--- config.mk ---
export PLATFORM = sky130hd
export DESIGN_NAME = pipe_ctrl_unit_flat
export DESIGN_NICKNAME = d
export VERILOG_FILES = /design/src/rtl/pipe_ctrl_unit_pkg.sv /design/src/rtl/pipe_ctrl_unit_if.sv /design/src/rtl/pipe_ctrl_unit_decode.sv /design/src/rtl/pipe_ctrl_unit.sv /design/src/flat_wrapper.sv
export SDC_FILE = /design/constraint.sdc
export NUM_CORES = 1
export LEC_CHECK = 0
export ABC_AREA = 1
export CORE_ASPECT_RATIO = 0.7
export CORE_UTILIZATION = 47
export DETAILED_ROUTE_END_ITERATION = 8
export PLACE_DENSITY = 0.77
export SYNTH_ARGS = -nofsm -noshare
export SYNTH_HDL_FRONTEND = slang
export SYNTH_HIERARCHICAL = 1
export SYNTH_SLANG_ARGS = --single-unit
--- constraint.sdc ---
create_clock -name clk -period 2.34 [get_ports clk]
set_input_delay 0.468 -clock clk [delete_from_list [all_inputs] [get_ports clk]]
set_output_delay 0.468 -clock clk [all_outputs]
set_load 0.05 [all_outputs]
--- src/rtl/pipe_ctrl_unit_pkg.sv ---
// ctrl_pkg: control bundle, halt states and RV32I opcode constants shared by the pipeline control stage.
package ctrl_pkg;
    localparam logic [6:0] OP_ARITHMETIC     = 7'b0110011;
    localparam logic [6:0] OP_ARITHMETIC_IMM = 7'b0010011;
    localparam logic [6:0] OP_LOAD           = 7'b0000011;
    localparam logic [6:0] OP_STORE          = 7'b0100011;
    localparam logic [6:0] OP_BRANCH         = 7'b1100011;
    localparam logic [6:0] OP_JAL            = 7'b1101111;
    localparam logic [6:0] OP_JALR           = 7'b1100111;
    localparam logic [6:0] OP_ECALL          = 7'b1110011;
    localparam logic [6:0] FUNCT7_MULDIV     = 7'b0000001;

    typedef struct packed {
        logic       is_jal;
        logic       is_jalr;
        logic       branch;
        logic       mem_read;
        logic       mem_to_reg;
        logic       mem_write;
        logic       reg_write;
        logic       pc_to_reg;
        logic       is_muldiv;
        logic [1:0] alu_src;
        logic [4:0] rd;
    } ctrl_t;

    typedef enum logic [1:0] {RUN, DRAIN, HALTED} halt_state_e;
endpackage

--- src/rtl/pipe_ctrl_unit_if.sv ---
// pipe_ctrl_unit_if: ID-side inputs and ID/EX control, front-end stall and halt outputs of the control stage.
interface pipe_ctrl_unit_if;
    logic [31:0] id_inst;
    logic        id_valid, ecall_is_halt, ex_redirect;
    logic        ex_is_jal, ex_is_jalr, ex_branch, ex_mem_read, ex_mem_to_reg;
    logic        ex_mem_write, ex_reg_write, ex_pc_to_reg, ex_is_muldiv;
    logic [1:0]  ex_alu_src;
    logic [4:0]  ex_rd;
    logic        pc_write, ifid_write, ifid_flush, ex_hold, halted;

    modport master (
        output id_inst, id_valid, ecall_is_halt, ex_redirect,
        input  ex_is_jal, ex_is_jalr, ex_branch, ex_mem_read, ex_mem_to_reg,
               ex_mem_write, ex_reg_write, ex_pc_to_reg, ex_is_muldiv,
               ex_alu_src, ex_rd, pc_write, ifid_write, ifid_flush, ex_hold, halted
    );
    modport slave (
        input  id_inst, id_valid, ecall_is_halt, ex_redirect,
        output ex_is_jal, ex_is_jalr, ex_branch, ex_mem_read, ex_mem_to_reg,
               ex_mem_write, ex_reg_write, ex_pc_to_reg, ex_is_muldiv,
               ex_alu_src, ex_rd, pc_write, ifid_write, ifid_flush, ex_hold, halted
    );
endinterface

--- src/rtl/pipe_ctrl_unit_decode.sv ---
// ctrl_decode: combinational ID-stage decode into the control bundle plus source-register usage.
module ctrl_decode
    import ctrl_pkg::*;
#(
    parameter int ENABLE_MULDIV = 1
) (
    input  logic [31:0] inst,
    input  logic        valid,
    output ctrl_t       ctrl,
    output logic [4:0]  rs1,
    output logic [4:0]  rs2,
    output logic        rs1_used,
    output logic        rs2_used,
    output logic        is_ecall
);
    logic [6:0] op;
    logic       is_ar, is_ari, is_ld, is_st, is_br, is_jal, is_jalr, is_md, rw;

    assign op       = inst[6:0];
    assign is_ar    = valid && op == OP_ARITHMETIC;
    assign is_ari   = valid && op == OP_ARITHMETIC_IMM;
    assign is_ld    = valid && op == OP_LOAD;
    assign is_st    = valid && op == OP_STORE;
    assign is_br    = valid && op == OP_BRANCH;
    assign is_jal   = valid && op == OP_JAL;
    assign is_jalr  = valid && op == OP_JALR;
    assign is_ecall = valid && op == OP_ECALL && inst[14:12] == 3'b000;
    assign is_md    = (ENABLE_MULDIV != 0) && is_ar && inst[31:25] == FUNCT7_MULDIV;
    assign rw       = is_ar || is_ari || is_ld || is_jal || is_jalr;

    // ecall reads its syscall number from x17, so it participates in load-use like rs1
    assign rs1      = is_ecall ? 5'd17 : inst[19:15];
    assign rs2      = inst[24:20];
    assign rs1_used = is_ar || is_ari || is_ld || is_st || is_br || is_jalr || is_ecall;
    assign rs2_used = is_ar || is_st || is_br;

    assign ctrl = '{
        is_jal:     is_jal,
        is_jalr:    is_jalr,
        branch:     is_br,
        mem_read:   is_ld,
        mem_to_reg: is_ld,
        mem_write:  is_st,
        reg_write:  rw,
        pc_to_reg:  is_jal || is_jalr,
        is_muldiv:  is_md,
        alu_src:    {1'b0, is_ari || is_ld || is_st || is_jalr},
        rd:         rw ? inst[11:7] : 5'd0
    };
endmodule

--- src/rtl/pipe_ctrl_unit.sv ---
// pipe_ctrl_unit: ID/EX control register, load-use / mul-div / redirect front-end control and ecall halt drain.
module pipe_ctrl_unit
    import ctrl_pkg::*;
#(
    parameter int ENABLE_MULDIV = 1,
    parameter int MULDIV_LAT    = 4,
    parameter int HALT_DRAIN    = 4
) (
    input logic             clk,
    input logic             reset,
    pipe_ctrl_unit_if.slave bus
);
    localparam int BW = $clog2(MULDIV_LAT + 1);
    localparam int DW = $clog2(HALT_DRAIN + 1);

    ctrl_t         dec, ex, ex_next;
    logic [4:0]    rs1, rs2;
    logic          rs1_used, rs2_used, is_ecall;
    logic [BW-1:0] busy_cnt, busy_next;
    logic [DW-1:0] drain_cnt, drain_next;
    halt_state_e   state, state_next;
    logic          busy, freeze, load_use, halt_go, bubble;

    ctrl_decode #(.ENABLE_MULDIV(ENABLE_MULDIV)) u_decode (
        .inst     (bus.id_inst),
        .valid    (bus.id_valid),
        .ctrl     (dec),
        .rs1      (rs1),
        .rs2      (rs2),
        .rs1_used (rs1_used),
        .rs2_used (rs2_used),
        .is_ecall (is_ecall)
    );

    assign busy     = busy_cnt != '0;
    assign freeze   = state != RUN;
    assign load_use = ex.mem_read && ex.rd != 5'd0 &&
                      ((rs1_used && rs1 == ex.rd) || (rs2_used && rs2 == ex.rd));
    // a halting ecall only counts once it actually leaves ID
    assign halt_go  = !busy && !bus.ex_redirect && !freeze && !load_use && is_ecall && bus.ecall_is_halt;
    assign bubble   = bus.ex_redirect || freeze || load_use;

    assign bus.pc_write   = !busy && (bus.ex_redirect || (!freeze && !load_use));
    assign bus.ifid_write = bus.pc_write;
    assign bus.ifid_flush = !busy && bus.ex_redirect;
    assign bus.ex_hold    = busy;
    assign bus.halted     = state == HALTED;

    always_comb begin
        ex_next    = busy ? ex : bubble ? '0 : dec;
        busy_next  = busy ? busy_cnt - 1'b1 : ex_next.is_muldiv ? BW'(MULDIV_LAT - 1) : '0;
        state_next = halt_go ? DRAIN : (state == DRAIN && drain_cnt == '0) ? HALTED : state;
        drain_next = halt_go ? DW'(HALT_DRAIN - 1) : drain_cnt != '0 ? drain_cnt - 1'b1 : '0;
    end

    always_ff @(posedge clk or negedge reset) begin
        if (!reset) begin
            ex        <= '0;
            busy_cnt  <= '0;
            drain_cnt <= '0;
            state     <= RUN;
        end else begin
            ex        <= ex_next;
            busy_cnt  <= busy_next;
            drain_cnt <= drain_next;
            state     <= state_next;
        end
    end

    assign bus.ex_is_jal     = ex.is_jal;
    assign bus.ex_is_jalr    = ex.is_jalr;
    assign bus.ex_branch     = ex.branch;
    assign bus.ex_mem_read   = ex.mem_read;
    assign bus.ex_mem_to_reg = ex.mem_to_reg;
    assign bus.ex_mem_write  = ex.mem_write;
    assign bus.ex_reg_write  = ex.reg_write;
    assign bus.ex_pc_to_reg  = ex.pc_to_reg;
    assign bus.ex_is_muldiv  = ex.is_muldiv;
    assign bus.ex_alu_src    = ex.alu_src;
    assign bus.ex_rd         = ex.rd;
endmodule

--- src/flat_wrapper.sv ---
// flat-port wrapper written by rule: the top's interface ports become plain ports
module pipe_ctrl_unit_flat import ctrl_pkg::*;
#(
    parameter int ENABLE_MULDIV = 1,
    parameter int MULDIV_LAT    = 4,
    parameter int HALT_DRAIN    = 4
)
  (clk, reset, bus_id_inst, bus_id_valid, bus_ecall_is_halt, bus_ex_redirect, bus_ex_is_jal, bus_ex_is_jalr, bus_ex_branch, bus_ex_mem_read, bus_ex_mem_to_reg, bus_ex_mem_write, bus_ex_reg_write, bus_ex_pc_to_reg, bus_ex_is_muldiv, bus_ex_alu_src, bus_ex_rd, bus_pc_write, bus_ifid_write, bus_ifid_flush, bus_ex_hold, bus_halted);
  pipe_ctrl_unit_if bus_i ();
  input logic clk;
  input logic reset;
  input wire logic [$bits(bus_i.id_inst)-1:0] bus_id_inst;
  input wire logic [$bits(bus_i.id_valid)-1:0] bus_id_valid;
  input wire logic [$bits(bus_i.ecall_is_halt)-1:0] bus_ecall_is_halt;
  input wire logic [$bits(bus_i.ex_redirect)-1:0] bus_ex_redirect;
  output wire logic [$bits(bus_i.ex_is_jal)-1:0] bus_ex_is_jal;
  output wire logic [$bits(bus_i.ex_is_jalr)-1:0] bus_ex_is_jalr;
  output wire logic [$bits(bus_i.ex_branch)-1:0] bus_ex_branch;
  output wire logic [$bits(bus_i.ex_mem_read)-1:0] bus_ex_mem_read;
  output wire logic [$bits(bus_i.ex_mem_to_reg)-1:0] bus_ex_mem_to_reg;
  output wire logic [$bits(bus_i.ex_mem_write)-1:0] bus_ex_mem_write;
  output wire logic [$bits(bus_i.ex_reg_write)-1:0] bus_ex_reg_write;
  output wire logic [$bits(bus_i.ex_pc_to_reg)-1:0] bus_ex_pc_to_reg;
  output wire logic [$bits(bus_i.ex_is_muldiv)-1:0] bus_ex_is_muldiv;
  output wire logic [$bits(bus_i.ex_alu_src)-1:0] bus_ex_alu_src;
  output wire logic [$bits(bus_i.ex_rd)-1:0] bus_ex_rd;
  output wire logic [$bits(bus_i.pc_write)-1:0] bus_pc_write;
  output wire logic [$bits(bus_i.ifid_write)-1:0] bus_ifid_write;
  output wire logic [$bits(bus_i.ifid_flush)-1:0] bus_ifid_flush;
  output wire logic [$bits(bus_i.ex_hold)-1:0] bus_ex_hold;
  output wire logic [$bits(bus_i.halted)-1:0] bus_halted;
  assign bus_i.id_inst = bus_id_inst;
  assign bus_i.id_valid = bus_id_valid;
  assign bus_i.ecall_is_halt = bus_ecall_is_halt;
  assign bus_i.ex_redirect = bus_ex_redirect;
  assign bus_ex_is_jal = bus_i.ex_is_jal;
  assign bus_ex_is_jalr = bus_i.ex_is_jalr;
  assign bus_ex_branch = bus_i.ex_branch;
  assign bus_ex_mem_read = bus_i.ex_mem_read;
  assign bus_ex_mem_to_reg = bus_i.ex_mem_to_reg;
  assign bus_ex_mem_write = bus_i.ex_mem_write;
  assign bus_ex_reg_write = bus_i.ex_reg_write;
  assign bus_ex_pc_to_reg = bus_i.ex_pc_to_reg;
  assign bus_ex_is_muldiv = bus_i.ex_is_muldiv;
  assign bus_ex_alu_src = bus_i.ex_alu_src;
  assign bus_ex_rd = bus_i.ex_rd;
  assign bus_pc_write = bus_i.pc_write;
  assign bus_ifid_write = bus_i.ifid_write;
  assign bus_ifid_flush = bus_i.ifid_flush;
  assign bus_ex_hold = bus_i.ex_hold;
  assign bus_halted = bus_i.halted;
  pipe_ctrl_unit #(.ENABLE_MULDIV(ENABLE_MULDIV), .MULDIV_LAT(MULDIV_LAT), .HALT_DRAIN(HALT_DRAIN)) u_core (.clk(clk), .reset(reset), .bus(bus_i));
endmodule
==> summary.md, run 1 <==
| Metric | Value |
|---|---|
| Maximum vdd drop | 227.9 uV |
| CTS Buffer Depth | 2 |
| Startpoint types | primary input |
| # setup viols final | 0 |
| Post-route ant nets | 0 |
| Yosys warns | 6 |
| Clock-pin slew on the worst setup and hold paths | 80 ps |
| Min Hold Slack | ~480 ps |
| Final WL | 4829 microns |
| Crit-path cells | buf_4, nand2_2, inv_2, nand4_4, clkinv_4, nor2_4, inv_1, nand2_1, nand2_1, nor2_1, nand3_1, nand2_2, nand2_4, nand2_4, nand2_8, buf_12 |
| Clock Sinks | 24 |
| Final GP Congestion | approximately 0.84 |
| Chip width | around 77 microns |
| Max Cap Viol | 0 |
| CP Max Fanout | 4 |
| Slew Limit Fails | 0 |
| Synth-to-Final Area Change | 47.92% |
| Worst Setup End Kind | primary output |
| Max reg flops | 5 |
| CP max-delay cell | buf_12 |
| Final Cycle Share | 0.9995 |
| Row cnt | 18 |
| Hpwl dp | 3481 microns |
| First-pass DRT Iterations | 4 |
| Remaining Overflow, GRT | 0 |
| PD cells | 306.6 nW/um^2 |
| Drt via density | 4.839 |
| Critical setup path kind | in -> out |
| CTS root buf | clkbuf_8 |
| Worst min path class | reg -> reg |
| Unrepaired setup endpoints after global routing | true |
| Share of cells above drive strength 1 | 0.2795 |
| Initial DRC count | 109 |
| Chip height | 54.73 microns |
| Tot GR Track Use | 0.2405 |
| Worst-margin pin slew | 503.7 ps |
| Port bufs | 57 |
| Post-synthesis sequential area ratio | 0.3217 |
| Clk_skew | about 1.5 ps |
| Fillers | 278 |
| Synthesized netlist net count | between 300 and 400 |
| Synth cell types | 27 |
| Place WS | -577.0 ps |
| Initial antenna violation count | 0 |
| Number of synthesized register bits | 24 |
| Synth Instances | 280 |
| H-tree levels | 1 |
| Via count | 1921 |
| Pin count of the biggest net entering global routing | 25 |
| Clk Latency, worst-skew pair | 260 ps |
| Final min period | 2339 ps |
| P_leak | about 1.5 nW |
| Post-route setup slack | 1.100 ps |
| Largest stage delay, worst path | 150 ps |
| Syn_area_per_cell | 6.667 sq um |
| First-pass GRT wire length | 7672 microns |
| Worst EP arrival | 1870 ps |
| DIE AREA | around 4200 sq um |
| Average wire per standard cell | 12.16 microns |
| Vias in the first global route | 1700 |
| Post-layout nets | 389 |
| Core area | about 3600 sq um |
| Antenna cells | 0 |
| Hold Violations, Final | 0 |
| Outcome | finished clean |
| Starting Density | 0.5117 |
| IO Count | 58 |
| Num CTS Buffers | 3 |
| Synthesized area | 1867 sq um |
| Fmax | 427.6 MHz |
| CTS tree | done |
| WP data required | around 1900 ps |
| Max transition margin | 0.6631 |
| Number of remaining DRC errors | 0 |
==> cells in the mapped netlist, drive strengths merged <==
cell type   n  area [sq um]
nor2       36         177.7
nor3        5         36.29
buf        18         136.4
dfrtp      24         600.6
nand2      92         367.8
a21oi       2         10.01
conb        1         3.750
nand3      16         115.1
clkbuf      3         11.26
ha          3         37.54
clkinv      1         3.750
nand4       5         37.53
inv        53         198.9
o21ai      11         55.05
nand3b     10         75.07
==> timing repair <==
action                                  4_1_cts  5_1_grt
pin swaps                                    17       21
buffers inserted                              4        3
endpoints found under the setup margin       20        3
hold buffers                                  0        0
gates resized for setup                      62       23
==> layer usage <==
layer	part of all wire	wire length [microns]	vias to the layer above	global-route usage
met5	0	0	-	0
met4	0.0081	39	0	0.07233
met3	0.071	344	6	0.05167
met2	0.45	2173	55	0.3938
met1	0.47	2272	895	0.3245
li1	-	-	965	-
==> worst paths after layout <==
check | cells after the start | endpoint | from | slack (ps)
setup reg to reg | 9 | u_core/drain_cnt[2] | u_core/bus.ex_rd[2] | 640
min in group asynchronous | 2 | u_core/drain_cnt[0] | reset | 550
hold reg to reg | 1 | u_core/busy_cnt[0] | u_core/busy_cnt[0] | 480
hold / removal | 1 | u_core/busy_cnt[0] | u_core/busy_cnt[0] | 480
max in group asynchronous | 2 | u_core/bus.ex_is_jalr | reset | 1540
setup / recovery | 16 | bus_pc_write | bus_id_inst[5] | 1
==> layout make-up <==
cell class | count | area [sq um] | area share
tap | 50 | 62.56 | 0.02266
timing repair buffer | 85 | 797.0 | 0.2886
multi-input combinational | 181 | 1032 | 0.3738
clock buffer | 3 | 41.29 | 0.01495
sequential | 24 | 600.6 | 0.2175
inverter | 54 | 227.7 | 0.08246
==> cell families after synthesis <==
logic type / after synthesis / share of synthesized area
other: 1 / 0.002009
flip-flops: 24 / 0.3217
buffers and inverters: 75 / 0.1877
AO/OA/AOI/OAI: 13 / 0.03485
adder cells (fa/ha/maj): 3 / 0.02011
AND/OR/NAND/NOR: 164 / 0.4336
==> worst max-delay path: cells and delay by family <==
kind,cells,cell delay [ps]
buffers and inverters,5,480
AND/OR/NAND/NOR,11,920
==> layout by cell type, fill, tap and decap left out <==
cell,n
nand3b_1,10
dlygate4sd2_1,1
clkdlybuf4s50_1,40
clkinv_8,1
nor2_4,10
nand3_4,2
buf_6,4
nand3_2,2
buf_2,5
nand4_1,4
nand2_4,6
dfrtp_1,24
o21ai_1,1
inv_2,13
nand3_1,12
buf_12,4
inv_4,1
clkinv_4,2
dlymetal6s2s_1,1
nand4_4,1
a21oi_1,2
nor2_1,21
buf_4,30
ha_1,3
clkbuf_8,3
nand2_1,80
nor3_4,2
nand2_8,1
inv_1,37
nor2_2,5
conb_1,1
nand2_2,5
o21ai_0,10
nor3_1,3
==> where the power goes <==
group / switching (mW) / internal [mW]
registers: 0 / 0.414
clock network: 0.127 / 0.115
logic: 0.0899 / 0.101
==> stage by stage <==
step | instance area [sq um] | power [mW] | instances | util | TNS (ps)
after floorplan | 1939 | 0.4943 | 280 | - | 0
after global placement | 2603 | 0.5953 | 387 | 0.7133 | -6542
after detailed placement | 2603 | 0.5966 | 387 | 0.7133 | -7766
after CTS | 2678 | 0.8380 | 394 | 0.7339 | 0
after global routing | 2761 | 0.8815 | 397 | 0.7569 | -162.4
final | 2761 | 0.8468 | 397 | 0.7569 | 0
Note: power is estimated with default switching activity, not from simulation.
==> run 2, diff against run 1 <==
Settings changed: CORE_MARGIN set to 5.
==> summary.md, run 2 (synthesis results as in run 1) <==
| Metric | Value |
|---|---|
| Outcome | finished, violations left |
| Failing checks | negative setup slack |
| Worst min path class | reg -> reg |
| PD cells | 315.0 nW/um^2 (+2.7%) |
| Hold path endpoint | u_core/bus.ex_is_jal |
| Final WL | 5108 microns (+5.8%) |
| Post-route setup slack | -63.12 ps (-64.22 ps) |
| Worst-margin pin slew | 507.4 ps (+3.692 ps) |
| Fin Setup TNS | -125.7 ps (-125.7 ps) |
| Most frequent cells in the layout | 80 x nand2_1, 40 x clkdlybuf4s50_1, 39 x inv_1 |
| Clock share of power | 0.315 (+0.029) |
| WP data required | 1870 ps (about the same) |
| Slew Limit Fails | 0 (unchanged) |
| Startpoint types | primary input |
| Core area | 3875 sq um (+6.2%) |
| Average wire per standard cell | 12.74 microns (+4.7%) |
| Tot GR Track Use | 0.1918 (-0.04871) |
| Fillers | 303 (+9.0%) |
| Max Cap Viol | 0 (unchanged) |
| Post-route ant nets | 0 (unchanged) |
| P_leak | 1.538 nW (+0.82%) |
| Num CTS Buffers | 3 (unchanged) |
| Starting Density | 0.4818 (-0.02990) |
| Gate power share | 0.220 (-0.005) |
| # setup viols final | 2 (+2) |
| DIE AREA | 5352 sq um (+26%) |
| Part of the power in registers | 0.466 (-0.023) |
| Worst EP arrival | 1940 ps (+70 ps) |
| Clk Latency, worst-skew pair | 260 ps (about the same) |
| R2r endpoint | u_core/drain_cnt[2] |
| Initial antenna violation count | 0 (unchanged) |
| Maximum vdd drop | 283.0 uV (+24%) |
| Clock Sinks | 24 (unchanged) |
| Fmax | 416.1 MHz (-2.7%) |
| Hold Violations, Final | 0 (unchanged) |
| Max transition margin | 0.6606 (-0.002470) |
| Commonest non-fill, non-tap cell in the layout | nand2_1 |
| Row cnt | 19 (+1) |
| Int Power | 669.3 uW (+6.2%) |
| Final Cycle Share | 1.027 (+0.02745) |
| Final min period | 2403 ps (+64.22 ps) |
| Synth-to-Final Area Change | 51.34% |
| Vias in the first global route | 1946 (+14%) |
| R2r startpoint | u_core/bus.ex_rd[2] |
| Antenna cells | 0 (unchanged) |
| First-pass DRT Iterations | 4 (unchanged) |
| Final Power | 889.9 uW (+5.1%) |
| CTS Buffer Depth | 2 (unchanged) |
| Min Hold Slack | 484.6 ps (+6.774 ps) |
| Max reg flops | 5 (unchanged) |
| Worst Setup End Kind | primary output |
| Cell Count, Final, Fillers Out | 401 (+1.0%) |
| Number of remaining DRC errors | 0 (unchanged) |
| Final GP Congestion | 0.8506 (+1.8%) |
| Post-layout nets | 390 (+0.26%) |
| Via count | 1915 (-0.31%) |
| Reg2reg path depth | 9 (unchanged) |
| Hold Path Origin | u_core/bus.ex_is_jal |
| Unrepaired setup endpoints after global routing | true |
| Chip width | 85.33 microns (+10%) |
| Clk_skew | 3.292 ps (+1.785 ps) |
| IO Count | 58 (unchanged) |
| Share of cells above drive strength 1 | 0.2894 (+0.009859) |
| H-tree levels | 1 (unchanged) |
| CTS tree | done |
| Placed Cells | 389 (+0.52%) |
| First-pass GRT wire length | 8528 microns (+11%) |
| Port bufs | 57 (unchanged) |
| Initial DRC count | 63 (-42%) |
| Pin count of the biggest net entering global routing | 25 (unchanged) |
| CTS Hold Bufs | 0 (unchanged) |
| R2R Setup Slk | 620 ps (-20 ps) |
| Critical setup path kind | in -> out |
| Switch Pwr | 220.7 uW (+1.9%) |
| CTS root buf | clkbuf_8 |
| Hold Path Depth | 2 (+1) |
| Remaining Overflow, GRT | 0 (unchanged) |
| Clock-pin slew on the worst setup and hold paths | 80 ps (about the same) |
| Final Util | 0.7291 (-0.02777) |
| Hpwl dp | 3817 microns (+9.6%) |
| Sw frac | 0.2480 (-0.007894) |
| Chip height | 62.73 microns (+15%) |
| CP Max Fanout | 4 (unchanged) |
| Drt via density | 4.776 (-1.3%) |
[run 2: cell count changes in the layout (fill, tap and decap cells not counted), sizes merged]
cell	delta
buf	+1
clkbuf	+1
clkinv	-1
dlygate4sd2	+1
dlymetal6s2s	-1
inv	+1
[run 2: worst max-delay path: stages]
cell	delay (ps)
buf_4	110
buf_4	110
nand4_1	200
nor2_4	190
a21oi_1	60
nand3_1	100
nand2_1	70
nor2_2	90
nand3_2	90
nand2_2	90
nand2_4	50
nand2_4	80
nand2_8	60
buf_12	150
[run 2: final cells by class]
type,count,area [sq um],share of cell area
clock buffer,4,55.05,0.01949
inverter,54,225.2,0.07972
multi-input combinational,181,1054,0.3729
sequential,24,600.6,0.2126
tap,52,65.06,0.02303
timing repair buffer,86,825.8,0.2923
[run 2: power groups by stage]
stage | logic [mW] | registers, mW | clock network, mW
after floorplan | 0.0716 | 0.423 | 0
after global placement | 0.172 | 0.423 | 0
after detailed placement | 0.175 | 0.423 | 0
after CTS | 0.184 | 0.414 | 0.284
after global routing | 0.211 | 0.414 | 0.300
final | 0.196 | 0.414 | 0.280
[run 2: per-stage QoR]
stage / setup WS (ps) / instance area [sq um]
2_1_floorplan: 2.343 / 1939
3_3_place_gp: -550.6 / 2605
3_5_place_dp: -613.4 / 2605
4_1_cts: -0.7272 / 2736
5_1_grt: -129.4 / 2825
6_report: -63.12 / 2825
[run 2: worst max path at each step]
| stage | start | slack (ps) | cells after the start | to |
|---|---|---|---|---|
| 2_1_floorplan | bus_id_inst[3] | 2 | 17 | bus_pc_write |
| 3_3_place_gp | bus_id_inst[2] | -550 | 16 | bus_pc_write |
| 3_5_place_dp | bus_id_inst[2] | -610 | 16 | bus_ifid_write |
| 4_1_cts | bus_id_inst[3] | -0.7 | 16 | bus_ifid_write |
| 5_1_grt | bus_id_inst[5] | -130 | 14 | bus_ifid_write |
| 6_report | bus_id_inst[5] | -60 | 14 | bus_ifid_write |
[run 2: timing repair]
action | in CTS | in global routing
endpoints found under the setup margin | 23 | 3
pin swaps | 20 | 19
setup buffers | 5 | 3
gates resized for setup | 72 | 20
[run 2: layer usage]
layer,share of wire,track usage
met1,0.43,0.2630
met2,0.49,0.3072
met3,0.079,0.05402
met4,0.0025,0.02767
met5,0,0
